`src/rtl/sdram_arbiter.sv`:
```
// sdram_arbiter: time-slot arbiter that shares the SDRAM controller's CPU port
// between requester A (CPU) and requester B (ROM loader).
// Each frame is 2*SLOTS clocks: a video cycle (p = 0..SLOTS-1) followed by a
// shared cycle (p = SLOTS..2*SLOTS-1). At most one access is granted per frame.
// Ports:
//   clk, reset_n             system clock, synchronous active-low reset
//   sdram_ready              controller initialisation complete
//   sync                     frame sync, high while p == 2*SLOTS-1
//   sd_adr/sd_we/sd_di/sd_do controller CPU port (address, write, data in/out)
//   a_* / b_*                requester request, write flag, address, data, ack
//   gnt                      current owner: 01 = A, 10 = B, 00 = none
module sdram_arbiter #(
  parameter int unsigned SLOTS = 12
) (
  input  logic        clk,
  input  logic        reset_n,
  input  logic        sdram_ready,
  output logic        sync,
  output logic [24:0] sd_adr,
  output logic        sd_we,
  output logic [7:0]  sd_di,
  input  logic [7:0]  sd_do,
  input  logic        a_req,
  input  logic        a_we,
  input  logic [24:0] a_adr,
  input  logic [7:0]  a_di,
  output logic        a_ack,
  output logic [7:0]  a_do,
  input  logic        b_req,
  input  logic        b_we,
  input  logic [24:0] b_adr,
  input  logic [7:0]  b_di,
  output logic        b_ack,
  output logic [7:0]  b_do,
  output logic [1:0]  gnt
);

  localparam int unsigned PW = $clog2(2 * SLOTS);
  localparam int unsigned AW = 25;
  localparam int unsigned DW = 8;

  localparam logic [1:0] GNT_NONE = 2'b00;
  localparam logic [1:0] GNT_A    = 2'b01;
  localparam logic [1:0] GNT_B    = 2'b10;

  logic [PW-1:0] p, p_nxt;
  logic          sync_nxt;
  logic [1:0]    gnt_nxt;
  logic          last_b, last_b_nxt;   // 1 = B was served last
  logic [AW-1:0] sd_adr_nxt;
  logic          sd_we_nxt;
  logic [DW-1:0] sd_di_nxt;
  logic          a_ack_nxt, b_ack_nxt;
  logic [DW-1:0] a_do_nxt, b_do_nxt;
  logic          decide, done, a_el, b_el, pick_a, pick_b;

  // Next-state logic: phase counter, grant decision and completion.
  always_comb begin
    p_nxt      = (p == PW'(2 * SLOTS - 1)) ? '0 : p + PW'(1);
    sync_nxt   = (p == PW'(2 * SLOTS - 2));
    gnt_nxt    = gnt;
    last_b_nxt = last_b;
    sd_adr_nxt = sd_adr;
    sd_we_nxt  = sd_we;
    sd_di_nxt  = sd_di;
    a_ack_nxt  = 1'b0;
    b_ack_nxt  = 1'b0;
    a_do_nxt   = a_do;
    b_do_nxt   = b_do;

    decide = (p == PW'(SLOTS - 1));
    done   = (p == PW'(SLOTS + 6));
    a_el   = sdram_ready & a_req;
    b_el   = sdram_ready & b_req;
    // Round-robin: on contention the requester not served last wins.
    pick_a = a_el & (~b_el | last_b);
    pick_b = b_el & ~pick_a;

    if (decide) begin
      if (pick_a) begin
        gnt_nxt    = GNT_A;
        last_b_nxt = 1'b0;
        sd_adr_nxt = a_adr;
        sd_we_nxt  = a_we;
        sd_di_nxt  = a_di;
      end else if (pick_b) begin
        gnt_nxt    = GNT_B;
        last_b_nxt = 1'b1;
        sd_adr_nxt = b_adr;
        sd_we_nxt  = b_we;
        sd_di_nxt  = b_di;
      end else begin
        // Idle shared cycle becomes a harmless read of the held address.
        gnt_nxt   = GNT_NONE;
        sd_we_nxt = 1'b0;
      end
    end

    // Completion is keyed on gnt, so an access survives req or ready dropping.
    if (done) begin
      if (gnt == GNT_A) begin
        a_do_nxt  = sd_do;
        a_ack_nxt = 1'b1;
      end else if (gnt == GNT_B) begin
        b_do_nxt  = sd_do;
        b_ack_nxt = 1'b1;
      end
      gnt_nxt = GNT_NONE;
    end
  end

  // State and output registers.
  always_ff @(posedge clk) begin
    if (!reset_n) begin
      p      <= '0;
      sync   <= 1'b0;
      gnt    <= GNT_NONE;
      last_b <= 1'b1;
      sd_adr <= '0;
      sd_we  <= 1'b0;
      sd_di  <= '0;
      a_ack  <= 1'b0;
      b_ack  <= 1'b0;
      a_do   <= '0;
      b_do   <= '0;
    end else begin
      p      <= p_nxt;
      sync   <= sync_nxt;
      gnt    <= gnt_nxt;
      last_b <= last_b_nxt;
      sd_adr <= sd_adr_nxt;
      sd_we  <= sd_we_nxt;
      sd_di  <= sd_di_nxt;
      a_ack  <= a_ack_nxt;
      b_ack  <= b_ack_nxt;
      a_do   <= a_do_nxt;
      b_do   <= b_do_nxt;
    end
  end

endmodule
```
`config.mk`:
```
export PLATFORM = sky130hd
export DESIGN_NAME = sdram_arbiter
export DESIGN_NICKNAME = d
export VERILOG_FILES = /design/src/rtl/sdram_arbiter.sv
export SDC_FILE = /design/constraint.sdc
export NUM_CORES = 1
export LEC_CHECK = 0
export ABC_AREA = 1
export CAP_MARGIN = 20
export CORE_UTILIZATION = 37
export DETAILED_ROUTE_END_ITERATION = 8
export PLACE_DENSITY = 0.83
export SLEW_MARGIN = 20
export SYNTH_ARGS = -nofsm -noshare
export SYNTH_HDL_FRONTEND = slang
export SYNTH_SLANG_ARGS = --single-unit
export TNS_END_PERCENT = 100
```
`constraint.sdc`:
```
create_clock -name clk -period 1.5 [get_ports clk]
set_input_delay 0.3 -clock clk [delete_from_list [all_inputs] [get_ports clk]]
set_output_delay 0.3 -clock clk [all_outputs]
set_load 0.05 [all_outputs]
```
* Word level (Yosys, flattened, before mapping)
Cells that the tools add are included.
Widths: inputs -> output; s select.
** Storage, ports and cells
- Output and inout port bits :: 55
- Input bits :: 81
- Flip-flop bits (word level) :: 61
- Logic and storage cells :: 48
** Cells by class
- Multiplexer cells :: 12
- Bitwise gates (word level) :: 10
- Add/subtract/negate cells :: 1
- Equal/unequal tests :: 6
- Reduce and logical (&&, ||, !) cells :: 8
** Operator list (number)
- $mux 25 :: 2
- $mux 8 :: 2
- $eq 5x5->1 const B :: 3
- $mux 1 :: 6
- $reduce_and 2->1 :: 3
- $add 5x1->5 const B :: 1
- $eq 5x4->1 const B :: 1
- $not 1->1 :: 5
- $and 1x1->1 :: 4
- $mux 2 :: 2
- $reduce_or 2->1 :: 2
- $reduce_and 3->1 :: 1
- $reduce_or 3->1 :: 1
- $eq 2x1->1 const B :: 1
- $eq 2x2->1 const B :: 1
- $reduce_bool 2->1 :: 1
- $or 1x1->1 :: 1

* Logic depth before layout (Yosys ltp)
Gate-level depths: netlist of run 1.
- Word-level depth :: 8
- Mapped depth :: 8
- Gate-level depth less buffers :: 7

* Worst setup path after synthesis of run 1
OpenSTA, ideal clock, no wires.
- Path type :: reg-to-reg
- From :: register gnt[0]
- To :: register a_do[7]
- Arrival time :: 1.397 ns
- Setup time :: 0.132 ns
- Setup slack :: -0.029 ns
- Stages on the path, launching flop included :: 6
- Path buffers :: 0
- Cell sequence :: dfxtp_1 -> inv_1 -> nor2_2 -> nand3_1 -> nand2_1 -> a21oi_1
** Between the ends
- Cells in the longest elaborated chain, start to end :: 2
** RTL lines
- start: declaration :: line 35 : output logic [1:0] gnt
- start signal: assignment :: line 129 : gnt <= gnt_nxt;
- $eq 2x1->1 :: line 101 : if (gnt == GNT_A) begin
- $reduce_and 2->1 (no line)
- end signal: assignment :: line 136 : a_do <= a_do_nxt;
- end: declaration :: line 28 : output logic [7:0] a_do,
No other way between the ends.
A chain may end at the register's enable or synchronous reset.

* Worst setup path in the final report of run 1
- From :: register p[1]
- To :: register sd_adr[6]
** Between the ends
- Cells in the longest elaborated chain, start to end :: 2
** RTL lines
- start: declaration :: line 46 : logic [PW-1:0] p, p_nxt;
- start signal: assignment :: line 127 : p <= p_nxt;
- $eq 5x4->1 :: line 71 : decide = (p == PW'(SLOTS - 1));
- $reduce_and 2->1 (no line)
- end signal: assignment :: line 131 : sd_adr <= sd_adr_nxt;
- end: declaration :: line 19 : output logic [24:0] sd_adr,
No other way between the ends.

==> results of run 1 <==
-- report_power, final --
part | switching, mW | internal (mW)
registers | 0.00905 | 1.63
logic | 0.166 | 0.247
clock network | 0.725 | 0.621
-- logic make-up after synthesis --
family | Yosys count
adders and majority gates | 2
and+or+nand+nor | 312
buffers and inverters | 70
AOI/OAI and AO/OA | 23
DFF | 61
-- flip-flops by register name, indices dropped and copies added (netlist names) --
signal	cells
b_ack	1
p	5
last_b	1
gnt	2
sd_adr	25
a_ack	1
sd_we	1
sync	1
b_do	8
a_do	8
sd_di	8
-- final timing paths --
path,end,depth (start not counted)
max,sd_adr[6],7
min,p[0],1
max reg2reg,sd_adr[6],7
min reg2reg,p[0],1
-- Yosys cell counts --
cell	count
sky130_fd_sc_hd__a21oi_1	21
sky130_fd_sc_hd__buf_2	9
sky130_fd_sc_hd__buf_6	4
sky130_fd_sc_hd__clkbuf_1	11
sky130_fd_sc_hd__clkinv_1	1
sky130_fd_sc_hd__dfxtp_1	61
sky130_fd_sc_hd__ha_1	2
sky130_fd_sc_hd__inv_1	42
sky130_fd_sc_hd__inv_2	3
sky130_fd_sc_hd__nand2_1	172
sky130_fd_sc_hd__nand3_1	40
sky130_fd_sc_hd__nand3_2	1
sky130_fd_sc_hd__nand4_1	17
sky130_fd_sc_hd__nor2_1	77
sky130_fd_sc_hd__nor2_2	3
sky130_fd_sc_hd__nor2_4	1
sky130_fd_sc_hd__nor3_1	1
sky130_fd_sc_hd__o21ai_0	2
-- per-layer routing --
| metal | wire length (µm) | up-vias | GRT usage (%) |
|---|---|---|---|
| met1 | 3500 | 1570 | 22.7 |
| met5 | 0 | - | 0 |
| met2 | 4600 | 135 | 38.4 |
| li1 | - | 1725 | - |
| met4 | 259 | 0 | 9.79 |
| met3 | 604 | 26 | 5.36 |
-- worst max-delay path, stage by stage, from the launching register on --
cell,delay (ps)
sky130_fd_sc_hd__dfxtp_1,360
sky130_fd_sc_hd__ha_1,190
sky130_fd_sc_hd__inv_1,90
sky130_fd_sc_hd__nor2_4,120
sky130_fd_sc_hd__nand3_4,130
sky130_fd_sc_hd__clkbuf_16,210
sky130_fd_sc_hd__nor2_1,130
sky130_fd_sc_hd__nor2_1,60
-- final cells by class --
class / count / area share [%]
Clock buffer: 9 / 2.37
Timing Repair Buffer: 151 / 39.7
Tap cell: 102 / 2.44
Clock inverter: 7 / 1.13
Multi-Input combinational cell: 337 / 27.6
Inverter: 46 / 3.30
Sequential cell: 61 / 23.4
-- metrics by stage --
stage               hold WS [ps]  instance area (µm²)  util (%)  setup slack [ps]  TNS (ps)
finish                       435                 5230      67.6              93.2         0
global route                 458                 5230      67.6              7.99         0
CTS                          487                 5180      67.1              28.7         0
detailed placement           469                 5000      64.7              -138     -3690
global placement             440                 5000      64.7             -74.4     -2130
floorplan                    429                 2950         -               102         0
==> impl_metrics.json, run 1 <==
{
  "die_height_um": 91.3,
  "fin_crit_sh_pct": 93.8,
  "critPathKind": "reg2reg",
  "drt_pass_1_iters": 5,
  "ys_seq_area_share_pct": 41.4,
  "dr_vias_cell": 4.85,
  "crit_required_ps": 1730,
  "die_area_mm2": 0.00834,
  "cts_buffer_depth": 2,
  "worstMarginPinSlew_ps": 337,
  "floorplan.initialDensity_pct": 38.2,
  "count_of_boundary_i_o_pins": 136,
  "gp_routability_congestion": 0.787,
  "clock_tree.root_cell": "sky130_fd_sc_hd__clkbuf_8",
  "leakage_nw": 2.33,
  "outcome": "finished, final reports clean",
  "grt_max_degree": 37,
  "ant_nets": 0,
  "start_kind": "flip-flop",
  "clk-insertion-delay-late_ps": 340,
  "synth_seq_cells": 61,
  "totalWireLength_mm": 8.96,
  "arrival_ps": 1640,
  "fmax_mhz": 711,
  "grt_pass1_vias": 3155,
  "initial_antenna_violation_count": 0,
  "initial_drt_markers": 167,
  "timing.reg2reg.setup_slack_ps": 90,
  "crit_path_max_fanout": 18,
  "final_net_count": 689,
  "final_critical_path_required_period_ps": 1410,
  "yosys.area.top_type_share_pct": 41.4,
  "dieWidth_um": 91.3,
  "regArea_mm2": 0.00122,
  "synth_top_family_by_area": "simple AND/OR/NAND/NOR gates",
  "post_synth_mux_area_share_pct": 0,
  "flow.area_growth_from_synthesis_pct": 77.1,
  "grt_pass1_wl_mm": 14.1,
  "design_power_total_mw": 3.39,
  "worst_clock_skew_ps": 11.9,
  "multi_input_combinational_cell_area_mm2": 0.00144,
  "crit-reg2reg-launch": "p[1]",
  "num_antenna_cells": 0,
  "ys_types": 18,
  "final_routed_wire_length_divided_by_cell_count_um": 12.6,
  "routed-via-count": 3456,
  "compound_cell_area_share_of_the_yosys_netlist_pct": 3.90,
  "netlist.top_cell.by_area": "sky130_fd_sc_hd__dfxtp_1",
  "place_inst": 696,
  "most-common-layout-cells": "sky130_fd_sc_hd__nand2_1 (172), sky130_fd_sc_hd__clkdlybuf4s50_1 (80), sky130_fd_sc_hd__nor2_1 (76)",
  "grt_util_all_layers_pct": 21.1,
  "layoutNonFillerInstCount": 713,
  "hold_viol": 0,
  "clk_pin_slew_worst_paths_ps": 70,
  "synth_area_per_inst_um2": 6.31,
  "postSynthCellCount": 468,
  "syn_nets": 551,
  "io_buffers": 135,
  "synth_xor_xnor_area_share_pct": 0,
  "layout-drive-gt1-share_pct": 16.2,
  "tritoncts": "done",
  "ir_drop_mv": 0.429,
  "syn-cell-area_mm2": 0.00295,
  "gr-total-overflow": 0,
  "crit_start": "p[1]",
  "postCtsSetupRepairBufs": 0,
  "floorplan.rows": 32,
  "cts.repair.resized": 0,
  "cts.sink_count": 61,
  "cts_inserted_buffers": 9,
  "hpwlAfterDp_mm": 6.77,
  "timing_max_transition_violations_final": 0,
  "worstHoldPathType": "reg2reg",
  "yosys.area_share.adder_pct": 0.848,
  "finalSetupViolCount": 0,
  "worst_hold_startpoint": "p[0]",
  "clock_tree.htree_level_count": 3,
  "timing.max_cap.violations": 0,
  "yosys-top-cells-area": "sky130_fd_sc_hd__dfxtp_1 (41%), sky130_fd_sc_hd__nand2_1 (22%), sky130_fd_sc_hd__nor2_1 (9.8%)",
  "synth-simple-area-share_pct": 43.6,
  "drc": 0,
  "max-slew-margin-rel_pct": 77.4,
  "postCtsHoldBufs": 0,
  "synthesis_warning_total": 0,
  "final.fill_count": 625,
  "powerDensity_mw_per_mm2": 650,
  "most_common_cell_after_layout_fill_and_taps_aside": "sky130_fd_sc_hd__nand2_1",
  "crit_path_end_kind": "flip-flop",
  "rsz_0062_raised_after_global_routing": "no",
  "floorplan_core_area_mm2": 0.00773
}
Power figures use the tool's default switching activity.
==> inputs of run 2 (changes only) <==
--- a/config.mk
+++ b/config.mk
@@ -10,7 +10,6 @@
 export CORE_UTILIZATION = 37
 export DETAILED_ROUTE_END_ITERATION = 8
 export PLACE_DENSITY = 0.83
-export SLEW_MARGIN = 20
 export SYNTH_ARGS = -nofsm -noshare
 export SYNTH_HDL_FRONTEND = slang
 export SYNTH_SLANG_ARGS = --single-unit
==> results of run 2 <==
No change in the layout: final DEF, timing and power equal those of run 1.
